<file path="config.mk">
export PLATFORM = sky130hd
export DESIGN_NAME = victim_writeback_buffer
export DESIGN_NICKNAME = d
export VERILOG_FILES = /design/src/rtl/victim_writeback_buffer.sv
export SDC_FILE = /design/constraint.sdc
export NUM_CORES = 1
export LEC_CHECK = 0
export BUFFER_PORTS_ARGS = -buffer_cell sky130_fd_sc_hd__buf_2
export CORE_ASPECT_RATIO = 0.8
export CORE_MARGIN = 2
export CORE_UTILIZATION = 40
export DETAILED_ROUTE_END_ITERATION = 12
export PLACE_DENSITY_LB_ADDON = 0.1
export SLEW_MARGIN = 40
export SYNTH_ARGS = -nofsm -noshare
export SYNTH_HDL_FRONTEND = slang
export SYNTH_SLANG_ARGS = --single-unit
export TNS_END_PERCENT = 1
</file>
<file path="constraint.sdc">
create_clock -name clk -period 37 [get_ports clk]
set_clock_uncertainty 0.2 [all_clocks]
set_input_delay 0 -clock clk [delete_from_list [all_inputs] [get_ports clk]]
set_output_delay 0 -clock clk [all_outputs]
set_load 0.01 [all_outputs]
</file>
<file path="src/rtl/victim_writeback_buffer.sv">
// Victim writeback buffer: absorbs dirty lines evicted from the victim cache, acks them
// immediately and drains them to memory in FIFO order. Read misses from the victim cache
// are forwarded from a buffered line on a tag match, or go to memory ahead of queued
// writebacks unless the buffer is full.
`timescale 1ns/1ps
module victim_writeback_buffer #(
  parameter int unsigned DEPTH  = 4,
  parameter int unsigned LINE_W = 128,
  parameter int unsigned ADDR_W = 16
) (
  input  logic              clk,
  input  logic              rst,
  input  logic              vc_write,
  input  logic              vc_read,
  input  logic [ADDR_W-1:0] vc_address,
  input  logic [LINE_W-1:0] vc_wdata,
  output logic [LINE_W-1:0] vc_rdata,
  output logic              vc_resp,
  output logic              vc_full,
  output logic              mem_read,
  output logic              mem_write,
  output logic [ADDR_W-1:0] mem_address,
  output logic [LINE_W-1:0] mem_wdata,
  input  logic [LINE_W-1:0] mem_rdata,
  input  logic              mem_resp
);

  localparam int unsigned PtrW = $clog2(DEPTH);
  localparam int unsigned CntW = PtrW + 1;
  localparam int unsigned TagW = ADDR_W - 4;

  typedef enum logic [1:0] {StIdle, StDrain, StRead, StResp} state_e;

  state_e            state_q;
  logic [DEPTH-1:0]  valid_q;
  logic [TagW-1:0]   tag_q  [DEPTH];
  logic [LINE_W-1:0] data_q [DEPTH];
  logic [PtrW-1:0]   head_q, tail_q;
  logic [CntW-1:0]   count_q, count_d;

  logic [TagW-1:0] req_tag;
  logic            hit;
  logic [PtrW-1:0] hit_idx;
  logic            full, pop;
  logic            wr_ok, wr_upd, wr_push;
  logic            rd_req_raw, rd_hit, rd_miss_ok, rd_miss_go, drain_go;
  logic            unused_addr_lsb;

  assign req_tag         = vc_address[ADDR_W-1:4];
  assign unused_addr_lsb = ^vc_address[3:0];

  // Associative tag lookup; valid tags are unique because a write to the draining head stalls.
  always_comb begin
    hit     = 1'b0;
    hit_idx = '0;
    for (int unsigned i = 0; i < DEPTH; i++) begin
      if (valid_q[i] && (tag_q[i] == req_tag)) begin
        hit     = 1'b1;
        hit_idx = PtrW'(i);
      end
    end
  end

  // Request decode. The *_ok terms ignore vc_resp so a request still held through its
  // ack cycle (with new address/data) keeps the FSM from starting a drain underneath it.
  always_comb begin
    full = (count_q == CntW'(DEPTH));
    pop  = (state_q == StDrain) && mem_resp;
    wr_ok = vc_write
          && ((state_q == StIdle) || (state_q == StDrain) || ((state_q == StRead) && !mem_resp))
          && !(hit && (state_q == StDrain) && (hit_idx == head_q))
          && (hit || !full || pop);
    wr_upd  = wr_ok && !vc_resp && hit;
    wr_push = wr_ok && !vc_resp && !hit;
    rd_req_raw = vc_read && !vc_write && ((state_q == StIdle) || (state_q == StDrain));
    rd_hit     = rd_req_raw && !vc_resp && hit;
    rd_miss_ok = rd_req_raw && !hit && (state_q == StIdle) && !full;
    rd_miss_go = rd_miss_ok && !vc_resp;
    drain_go   = (state_q == StIdle) && (count_q != '0) && !rd_miss_ok && !wr_ok;
    count_d    = count_q + CntW'(wr_push) - CntW'(pop);
  end

  // FIFO storage, control FSM and all registered outputs.
  always_ff @(posedge clk) begin
    if (rst) begin
      state_q     <= StIdle;
      valid_q     <= '0;
      head_q      <= '0;
      tail_q      <= '0;
      count_q     <= '0;
      vc_rdata    <= '0;
      vc_resp     <= 1'b0;
      vc_full     <= 1'b0;
      mem_read    <= 1'b0;
      mem_write   <= 1'b0;
      mem_address <= '0;
      mem_wdata   <= '0;
    end else begin
      vc_resp <= 1'b0;
      count_q <= count_d;
      vc_full <= (count_d == CntW'(DEPTH));

      if (pop) begin
        valid_q[head_q] <= 1'b0;
        head_q          <= head_q + PtrW'(1);
      end
      if (wr_upd) begin
        data_q[hit_idx] <= vc_wdata;
        vc_resp         <= 1'b1;
      end
      // Placed after the pop so a push into the slot being freed (full case) wins.
      if (wr_push) begin
        valid_q[tail_q] <= 1'b1;
        tag_q[tail_q]   <= req_tag;
        data_q[tail_q]  <= vc_wdata;
        tail_q          <= tail_q + PtrW'(1);
        vc_resp         <= 1'b1;
      end
      if (rd_hit) begin
        vc_rdata <= data_q[hit_idx];
        vc_resp  <= 1'b1;
      end

      unique case (state_q)
        StIdle: begin
          if (rd_miss_go) begin
            state_q     <= StRead;
            mem_read    <= 1'b1;
            mem_address <= {req_tag, 4'b0000};
          end else if (drain_go) begin
            state_q     <= StDrain;
            mem_write   <= 1'b1;
            mem_address <= {tag_q[head_q], 4'b0000};
            mem_wdata   <= data_q[head_q];
          end
        end
        StDrain: begin
          if (mem_resp) begin
            state_q   <= StIdle;
            mem_write <= 1'b0;
          end
        end
        StRead: begin
          if (mem_resp) begin
            state_q  <= StResp;
            mem_read <= 1'b0;
            vc_rdata <= mem_rdata;
            vc_resp  <= 1'b1;
          end
        end
        StResp: state_q <= StIdle;
        default: state_q <= StIdle;
      endcase
    end
  end

endmodule
</file>
# ---- Yosys cells after proc, flatten, opt, wreduce, memory -nomap -nowiden
# Memory sizes are Yosys's and may differ from the RTL's. A register that Yosys moved wholly into a read port is not among the register bits.
# Cells that the tools add are included.
dict set report word_totals {
  register_bits 161
  elab_cells 136
  inputBits 277
  out_inout_bits 276
  ramBits 560
  memories 2
}
dict set report classes {
  n_mux 45
  bitwise 4
  n_eq_ne 16
  order_cmp 4
  addsub 4
  reduce_logical 50
}
# memory depth width read_ports rd_ports_with_merged_regs wr line
set mem_list {}
lappend mem_list {data_q 4 128 2 1 1 37} ;# logic [LINE_W-1:0] data_q [DEPTH];
lappend mem_list {tag_q 4 12 5 1 1 36} ;# logic [TagW-1:0] tag_q [DEPTH];
# cell n
set op_table {}
lappend op_table {{128-bit 2-to-1 mux} 4}
lappend op_table {{128-bit OR reduction} 1}
lappend op_table {{12-bit equality test} 4}
lappend op_table {{16-bit 2-to-1 mux} 2}
lappend op_table {{1-bit logical AND} 27}
lappend op_table {{1-bit 2-to-1 mux} 22}
lappend op_table {{2-bit 2-to-1 mux} 9}
lappend op_table {{4-bit 2-to-1 mux} 3}
lappend op_table {{2-bit inequality test (second input constant)} 5}
lappend op_table {{3-bit AND reduction} 3}
lappend op_table {{1-bit logical NOT} 8}
lappend op_table {{2-bit case mux with 4 select lines} 1}
lappend op_table {{3-bit equality test (second input constant)} 2}
lappend op_table {{2-bit by 3-bit less-than comparator with 1-bit output (second input constant)} 2}
lappend op_table {{2-bit nonzero test} 3}
lappend op_table {{2-bit by 1-bit adder with 2-bit output (second input constant)} 2}
lappend op_table {{4-bit AND} 1}
lappend op_table {{1-bit demux with 2-bit select} 2}
lappend op_table {{2-bit equality test (second input constant)} 2}
lappend op_table {{2-bit by 1-bit >= comparator with 1-bit output (second input constant)} 2}
lappend op_table {{1-bit logical OR} 4}
lappend op_table {{4-bit inverter} 1}
lappend op_table {{4-bit OR} 1}
lappend op_table {{1-bit case mux with 2 select lines} 2}
lappend op_table {{10 further kinds} 10}

# ---- Depth between registers and ports, before layout
# Gate-level depths: netlist of run 1.
# An unclocked memory read counts as a cell.
dict set report depth {
  word_depth 19
  ltp_mapped 14
  ltp_nobuf 13
}

# ---- Worst setup path before layout of run 1
# No wires, ideal clock.
dict set report synth_timing {
  path_type {flip-flop to flip-flop}
  startpoint {memory tag_q[2][6] in the netlist's numbering}
  endpoint {memory data_q[0][0] (enable)}
  setup_time_ps 929
  setup_slack_ps 21713
  t_required_ps 35871
  stages_incl_launch_ff 8
  arrival_time_ps 14158
  period_less_slack_ps 15287
  n_path_buf 1
  cell_sequence {edfxtp_1 > xnor2_1 > nand4_1 > or4_4 > buf_6 > and4_4 > a2111o_1 > nor4_1}
}
# item line
set synth_lines {}
lappend synth_lines {{from (decl)} 36}
lappend synth_lines {{to (decl)} 37}

==> impl_summary.log, run 1 <==
INFO  metric synth_sequential_area_ratio = 0.638
INFO  metric area_delta_synth_final = 33.2%
INFO  metric initial_utilization = 0.404
INFO  metric critical_path_required = around 37 ns
INFO  metric firstDrtPassIters = 8
INFO  metric number_of_enable_type_register_cells_in_the_synthesized_netlist = 560
INFO  metric place_congestion = between 0.8 and 0.9
INFO  metric post_synth_num_cell_types = 50
INFO  metric cts.repair.resized = 0
INFO  metric cts_tree = yes
INFO  metric post-synth-top-area-fraction = 0.476
INFO  metric register_area = between 20,000 and 25,000 um2
INFO  metric core_ar = approximately 88,000 um2
INFO  metric routedLengthMet1 = approximately 48,000 um
INFO  metric worst-setup-path-type = flop to flop
INFO  metric global_route.usage.total = 0.251
INFO  metric timing_max_transition_violations_final = 0
INFO  metric cell_area_after_synthesis = 35,300 um2
INFO  metric standard_cell_with_the_maximum_stage_delay_on_the_critical_path = or4_4
INFO  metric worstPathMaxFanout = between 60 and 70
INFO  metric postSynthRegisterBits = 847
INFO  metric synth.top_cells.by_area = edfxtp_1 48%, dfxtp_1 16%, mux4_2 8.9%
INFO  metric design.portCount = about 550
INFO  metric drt_first_iter_violations = between 2,000 and 2,500
INFO  metric dr.max_layer_used = met5
INFO  metric route.detailed.wl_per_inst = ~23 um
INFO  metric num_vias = approximately 28,000
INFO  metric synth.most_common_cell = edfxtp_1
INFO  metric wirelength = about 120,000 um
INFO  metric clock_tree.htree_level_count = 3
INFO  metric total_setup_violations_reported_at_the_end_of_the_flow = 0
INFO  metric fin_nets = 3,993
INFO  metric detailedPlace.worstSlack = ~32 ns
INFO  metric route.detailed.vias_per_inst = 5.63
INFO  metric die_w = about 340 um
INFO  metric fp.dieH = approximately 270 um
INFO  metric ant_nets = 0
INFO  metric timing.final.crit_share = 0.131
INFO  metric root_buffer = clkbuf_16
INFO  metric fmaxAchievable = 206 MHz
INFO  metric hold_end = vc_rdata[71]$_SDFF_PP0_
INFO  metric critPathTopFamily = simple AND/OR/NAND/NOR gates
INFO  metric detailed_place_hpwl = slightly below 70,000 um
INFO  metric setup_ws = roughly 32 ns
INFO  metric global_route_overflow = 0
INFO  metric status = finished, final reports clean
INFO  metric synth_top_flop_cell = edfxtp_1
INFO  metric worstHoldPathType = primary input to flop
INFO  metric startpoint_type = flop
INFO  metric timing_hold_violations_final = 0
INFO  metric synth_top_cell_by_area = edfxtp_1
INFO  metric clock_pin_slew_worst_setup_and_hold_paths = ~0.060 ns
INFO  metric p_leak = roughly 17 nW
INFO  metric timing.slew.headroom = 0.434
INFO  metric avgSynthCellArea = around 13 um2
INFO  metric nFillCells = around 7,500
INFO  metric post-route-min-period = between 4 and 5 ns
INFO  metric tritoncts_num_sinks = 847
INFO  metric timing.critical_path.arrival = between 4 and 5 ns
INFO  metric reg2reg_to = data_q[2][27]$_DFFE_PP_
INFO  metric synth_cells = 2,778
INFO  metric worstPathCellList = xnor2_1 -> nand3_1 -> or4_4 -> and4_4 -> a2111o_1 -> nor4_2 -> buf_4 -> buf_6
INFO  metric power.density_cell_area = roughly 55 nW/um2
INFO  metric netlist_top_cells_count = 560 x edfxtp_1, 287 x dfxtp_1, 270 x nand2_1
INFO  metric grt_pass1_vias = roughly 28,000
INFO  metric synth_warnings = 0
INFO  metric grt_max_degree = 99
INFO  metric total_area_of_multi_input_combinational_cells = approximately 12,000 um2
INFO  metric place.port_buffers = roughly 540
INFO  metric grt_first_pass_wirelength = 173,000 um
INFO  metric route.detailed.drc = 0
INFO  metric finalNonFillerCells = 4,972
INFO  metric placedCellCount = 4,285
INFO  metric std_cell_rows = 97
INFO  metric grt_antenna_before_repair = 8
INFO  metric die_area = slightly above 90,000 um2
INFO  metric cp.buffers_inverters = 2
INFO  metric vdd_ir_drop_max = 0.0000734 V
INFO  metric worst-r2r-cell-count = 8
INFO  metric tightest_slew = between 0.8 and 0.9 ns
INFO  metric postSynth.asyncResetShare = 0
INFO  metric drive_gt1_frac = 0.236
INFO  metric critPathMaxStageDelay = between 0.9 and 1 ns
INFO  metric cp-end-kind = flop
INFO  metric fin_setup_tns = 0 ns
INFO  metric worstReg2RegStart = tag_q[2][1]$_DFFE_PP_
INFO  metric timing.hold.worst_path_depth = 4
INFO  metric max_cap_viol_count = 0
INFO  metric ctsLongestPathBuffers = 3
INFO  metric met2_wirelength = approximately 59,000 um
INFO  metric cts_buf_count = a little under 90
INFO  metric reg2reg_setup_slack = approximately 32 ns
INFO  metric worstSkewPairLatency = ~0.64 ns
INFO  metric hold_path_origin = mem_rdata[71]
INFO  metric unrepaired_setup_endpoints_after_global_routing = no
INFO  metric met3_wirelength = 6490 um
[power by group]
| group | leakage [nW] | switching, mW | internal, mW | total [mW] |
|---|---|---|---|---|
| Clock | 1.40 | 0.371 | 0.501 | 0.872 |
| Sequential | 7.40 | 0.0470 | 1.09 | 1.14 |
| Combinational | 8.14 | 0.361 | 0.204 | 0.565 |
[worst min-delay path: cells and delay by family]
kind	cells	cell delay, ns
buffers and inverters	2	0.60
AOI/OAI and AO/OA	2	0.21
[registers in the layout (all words and copies together) (netlist names), named ones only]
name         cells
mem_read         1
vc_rdata       128
tail_q           2
head_q           2
mem_address     12
vc_resp          1
mem_wdata      128
state_q          2
data_q         512
valid_q          4
count_q          3
mem_write        1
vc_full          1
tag_q           48
[stage by stage]
stage	utilization	cell area, um2	hold WS (ns)	total power, mW
after floorplan	-	35400	-0.101	1.46
after global placement	0.444	38900	0.0115	1.67
after detailed placement	0.446	39000	0.0166	1.68
after CTS	0.537	47000	0.000115	2.59
after global routing	0.538	47100	0.0326	2.68
final	0.538	47100	0.0270	2.58
[metal layers]
layer,track usage,vias up
met4,0.0843,8
li1,-,12627
met3,0.0409,216
met1,0.320,14215
met5,0,-
met2,0.432,912
[worst max-delay path by stage]
stage                               start  depth (start not counted)                        to
floorplan           tag_q[2][6]$_DFFE_PP_                          7    data_q[0][0]$_DFFE_PP_
global placement    tag_q[1][7]$_DFFE_PP_                         10   data_q[2][19]$_DFFE_PP_
detailed placement  tag_q[1][7]$_DFFE_PP_                         10   data_q[2][19]$_DFFE_PP_
CTS                 tag_q[1][7]$_DFFE_PP_                         10  data_q[2][103]$_DFFE_PP_
global route        tag_q[2][1]$_DFFE_PP_                          8   data_q[2][24]$_DFFE_PP_
finish              tag_q[2][1]$_DFFE_PP_                          8   data_q[2][27]$_DFFE_PP_
[timing repair]
action,CTS,global route
hold buffers,516,0
setup buffers,0,0
hold endpoints to repair,766,0
[cell type report]
class	instances	area share
Inverter	11	0.000877
Tap cell	1188	0.0316
Sequential cell	847	0.479
Clock buffer	139	0.0565
Antenna cell	4	0.000213
Timing Repair Buffer	1108	0.178
Multi-Input combinational cell	1649	0.250
Clock inverter	26	0.00380
[cell families (layout without fill, tap and decap cells)]
kind of cell / count (synthesis) / count (layout) / share of synthesized area
and+or+nand+nor: 619 / 619 / 0.0749
muxes: 143 / 143 / 0.0901
buffers and inverters: 285 / 1284 / 0.0329
other: 1 / 8 / 0.000106
xor gates and xnor gates: 53 / 53 / 0.0131
AOI/OAI and AO/OA: 819 / 819 / 0.146
adders and majority gates: 11 / 11 / 0.00411
DFF: 847 / 847 / 0.638
[placed cells by master, fill, tap and decap left out, types with 5 or more instances in the layout]
cell type / netlist / routed
inv_1: 11 / 11
and2_1: 5 / 5
a21oi_1: 263 / 263
dfxtp_1: 287 / 284
buf_6: 2 / 19
buf_2: 45 / 543
nor4_2: 2 / 5
clkinv_2: 0 / 15
nand2_1: 270 / 269
edfxtp_1: 560 / 560
nand4_1: 9 / 9
xnor2_1: 53 / 53
ha_1: 10 / 10
dlygate4sd3_1: 0 / 516
o21ai_0: 146 / 146
clkbuf_1: 209 / 29
nand3_1: 146 / 146
mux4_2: 140 / 140
a311oi_1: 138 / 138
o22ai_1: 127 / 127
nor2_1: 157 / 157
clkbuf_8: 0 / 18
a22oi_1: 130 / 130
clkbuf_16: 0 / 92
buf_4: 6 / 25
(Power assumes the default switching activity.)
==> run 2, diff against run 1 <==
==> constraint.sdc (replaced) <==
create_clock -name clk -period 4.6 [get_ports clk]
set_clock_uncertainty 0.2 [all_clocks]
set_input_delay 0 -clock clk [delete_from_list [all_inputs] [get_ports clk]]
set_output_delay 0 -clock clk [all_outputs]
set_load 0.01 [all_outputs]
==> impl_summary.log, run 2 (synthesis results as in run 1) <==
INFO  metric p_leak = about 18 nW
INFO  metric detailed_place_hpwl = a little under 70,000 um
INFO  metric cp.buffers_inverters = 3
INFO  metric std_cell_rows = between 90 and 100
INFO  metric num_vias = 28,564
INFO  metric grt_antenna_before_repair = 9
INFO  metric place_congestion = approximately 0.85
INFO  metric clock_tree.htree_level_count = 3
INFO  metric wirelength = 118,000 um
INFO  metric placed_cell_area = ~39,000 um2
INFO  metric worstPathMaxFanout = approximately 130
INFO  metric worstSkewPairLatency = about 0.67 ns
INFO  metric die_area = ~91,000 um2
INFO  metric largest-register = data_q
INFO  metric fin_nets = approximately 4,000
INFO  metric power_report.internal_total = 15.1 mW
INFO  metric ant_nets = 0
INFO  metric most_common_cell_after_layout_fill_and_taps_aside = dlygate4sd3_1
INFO  metric drive_gt1_frac = 0.239
INFO  metric area_delta_synth_final = 36.8%
INFO  metric largestRegisters = data_q (512), mem_wdata (128), vc_rdata (128)
INFO  metric ctsLongestPathBuffers = 3
INFO  metric status = finished, final reports clean
INFO  metric net-switching-power = around 6.4 mW
INFO  metric timing_max_transition_violations_final = 0
INFO  metric power.density_cell_area = 445 nW/um2
INFO  metric cp-end-kind = flop
INFO  metric finalNonFillerCells = between 5,000 and 6,000
INFO  metric final_cell_mix = 568 x dlygate4sd3_1, 560 x edfxtp_1, 543 x buf_2
INFO  metric power_frac_clock = 0.354
INFO  metric critPathTopFamily = buffers and inverters
INFO  metric post-route-min-period = 4.24 ns
INFO  metric design.portCount = approximately 550
INFO  metric initial_utilization = 0.404
INFO  metric standard_cell_with_the_maximum_stage_delay_on_the_critical_path = buf_12
INFO  metric critPathMaxStageDelay = ~0.67 ns
INFO  metric vdd_ir_drop_max = a little over 0.0005 V
INFO  metric grt_pass1_vias = between 20,000 and 30,000
INFO  metric fmaxAchievable = around 240 MHz
INFO  metric fp.dieH = between 200 and 300 um
INFO  metric timing_hold_violations_final = 0
INFO  metric tightest_slew = 0.882 ns
INFO  metric largest_register_ff_count = about 500
INFO  metric route.detailed.wl_per_inst = roughly 23 um
INFO  metric route.detailed.drc = 0
INFO  metric core_ar = 87,500 um2
INFO  metric root_buffer = clkbuf_16
INFO  metric fin_setup_tns = 0 ns
INFO  metric die_w = around 340 um
INFO  metric drt_first_iter_violations = around 2,200
INFO  metric sequentialPowerShare = 0.426
INFO  metric tritoncts_num_sinks = between 800 and 900
INFO  metric holdWs = 0.0406 ns
INFO  metric reg2reg_setup_slack = 0.36 ns
INFO  metric cts_buf_count = 90
INFO  metric grt_max_degree = about 170
INFO  metric cts_tree = yes
INFO  metric startpoint_type = flop
INFO  metric total_setup_violations_reported_at_the_end_of_the_flow = 0
INFO  metric worstPathCellList = xnor2_1 -> nand4_1 -> nor4_2 -> buf_12 -> nor4_1 -> o21ai_0 -> o221ai_1 -> dlygate4sd3_1 -> a21oi_1 -> dlygate4sd3_1
INFO  metric timing.critical_path.arrival = between 4 and 5 ns
INFO  metric firstDrtPassIters = 6
INFO  metric grt_first_pass_wirelength = ~180,000 um
INFO  metric timing.final.crit_share = 0.921
INFO  metric clock_pin_slew_worst_setup_and_hold_paths = around 0.06 ns
INFO  metric place.port_buffers = approximately 540
INFO  metric final_cell_area = around 48,000 um2
INFO  metric max_cap_viol_count = 0
INFO  metric p_comb_frac = 0.220
INFO  metric global_route_overflow = 0
INFO  metric placedCellCount = 4,299
INFO  metric unrepaired_setup_endpoints_after_global_routing = no
INFO  metric critical_path_required = about 5.0 ns
INFO  metric timing.slew.headroom = 0.412
INFO  metric global_route.usage.total = 0.256
INFO  metric worstHoldPathType = primary input to flop
INFO  metric worst-setup-path-type = flop to flop
INFO  metric switching_share = 0.297
INFO  metric route.detailed.vias_per_inst = approximately 5.7
INFO  metric path_common_cell = dlygate4sd3_1
run 2: cell count changes in the layout (fill, tap and decap cells not counted), sizes merged:
| cell | previous run | this run |
|---|---|---|
| diode | 4 | 6 |
| buf | 592 | 607 |
| clkinvlp | 3 | 2 |
| clkbuf | 139 | 122 |
| clkinv | 17 | 30 |
| dlygate4sd3 | 516 | 568 |
| bufinv | 1 | 11 |
| inv | 16 | 15 |
run 2: worst paths after layout:
kind	end	start	depth (start not counted)
worst max-delay path	vc_rdata[83]$_SDFF_PP0_	tag_q[1][1]$_DFFE_PP_	10
worst min-delay path	vc_rdata[42]$_SDFF_PP0_	mem_rdata[42]	4
worst max register to register	vc_rdata[83]$_SDFF_PP0_	tag_q[1][1]$_DFFE_PP_	10
worst min register to register	mem_wdata[38]$_SDFFE_PP0P_	mem_wdata[38]$_SDFFE_PP0P_	2
run 2: layer usage:
| layer | global-route usage | up-vias | share of wire |
|---|---|---|---|
| li1 | - | 12779 | - |
| met1 | 0.333 | 14480 | 0.41 |
| met2 | 0.430 | 1059 | 0.49 |
| met3 | 0.0486 | 238 | 0.063 |
| met4 | 0.0831 | 8 | 0.032 |
| met5 | 0 | - | 0.00039 |
run 2: worst min-delay path: stages:
cell,delay [ns]
dlygate4sd3_1,0.54
buf_2,0.10
a22oi_1,0.08
o22ai_1,0.14
run 2: stage by stage:
stage               power, mW  setup slack (ns)   util
floorplan                11.7             -2.21      -
global placement         13.5             0.418  0.450
detailed placement       13.6             0.629  0.451
CTS                      21.6             0.348  0.551
global route             22.4             0.137  0.552
finish                   21.5             0.363  0.552
run 2: layout make-up:
type / count / area [um2]
sequential: 847 / 22600
timing repair buffer: 1175 / 9320
inverter: 11 / 41.3
clock buffer: 122 / 2560
tap: 1188 / 1490
antenna: 6 / 15.0
clock inverter: 47 / 561
fill: 7342 / 39200
multi-input combinational: 1649 / 11800
run 2: repair_timing:
action | in CTS | in global routing
buffers inserted | 0 | 0
hold buffers | 568 | 0
endpoints found under the hold margin | 759 | 0
resized for setup | 0 | 0
run 2: power groups by stage:
| stage | Sequential, mW | Combinational [mW] | Clock [mW] |
|---|---|---|---|
| 2_1_floorplan | 9.41 | 2.25 | 0 |
| 5_1_grt | 9.23 | 5.09 | 8.07 |
| 3_5_place_dp | 9.32 | 4.32 | 0 |
| 4_1_cts | 9.16 | 4.72 | 7.75 |
| 6_report | 9.17 | 4.73 | 7.63 |
| 3_3_place_gp | 9.29 | 4.26 | 0 |
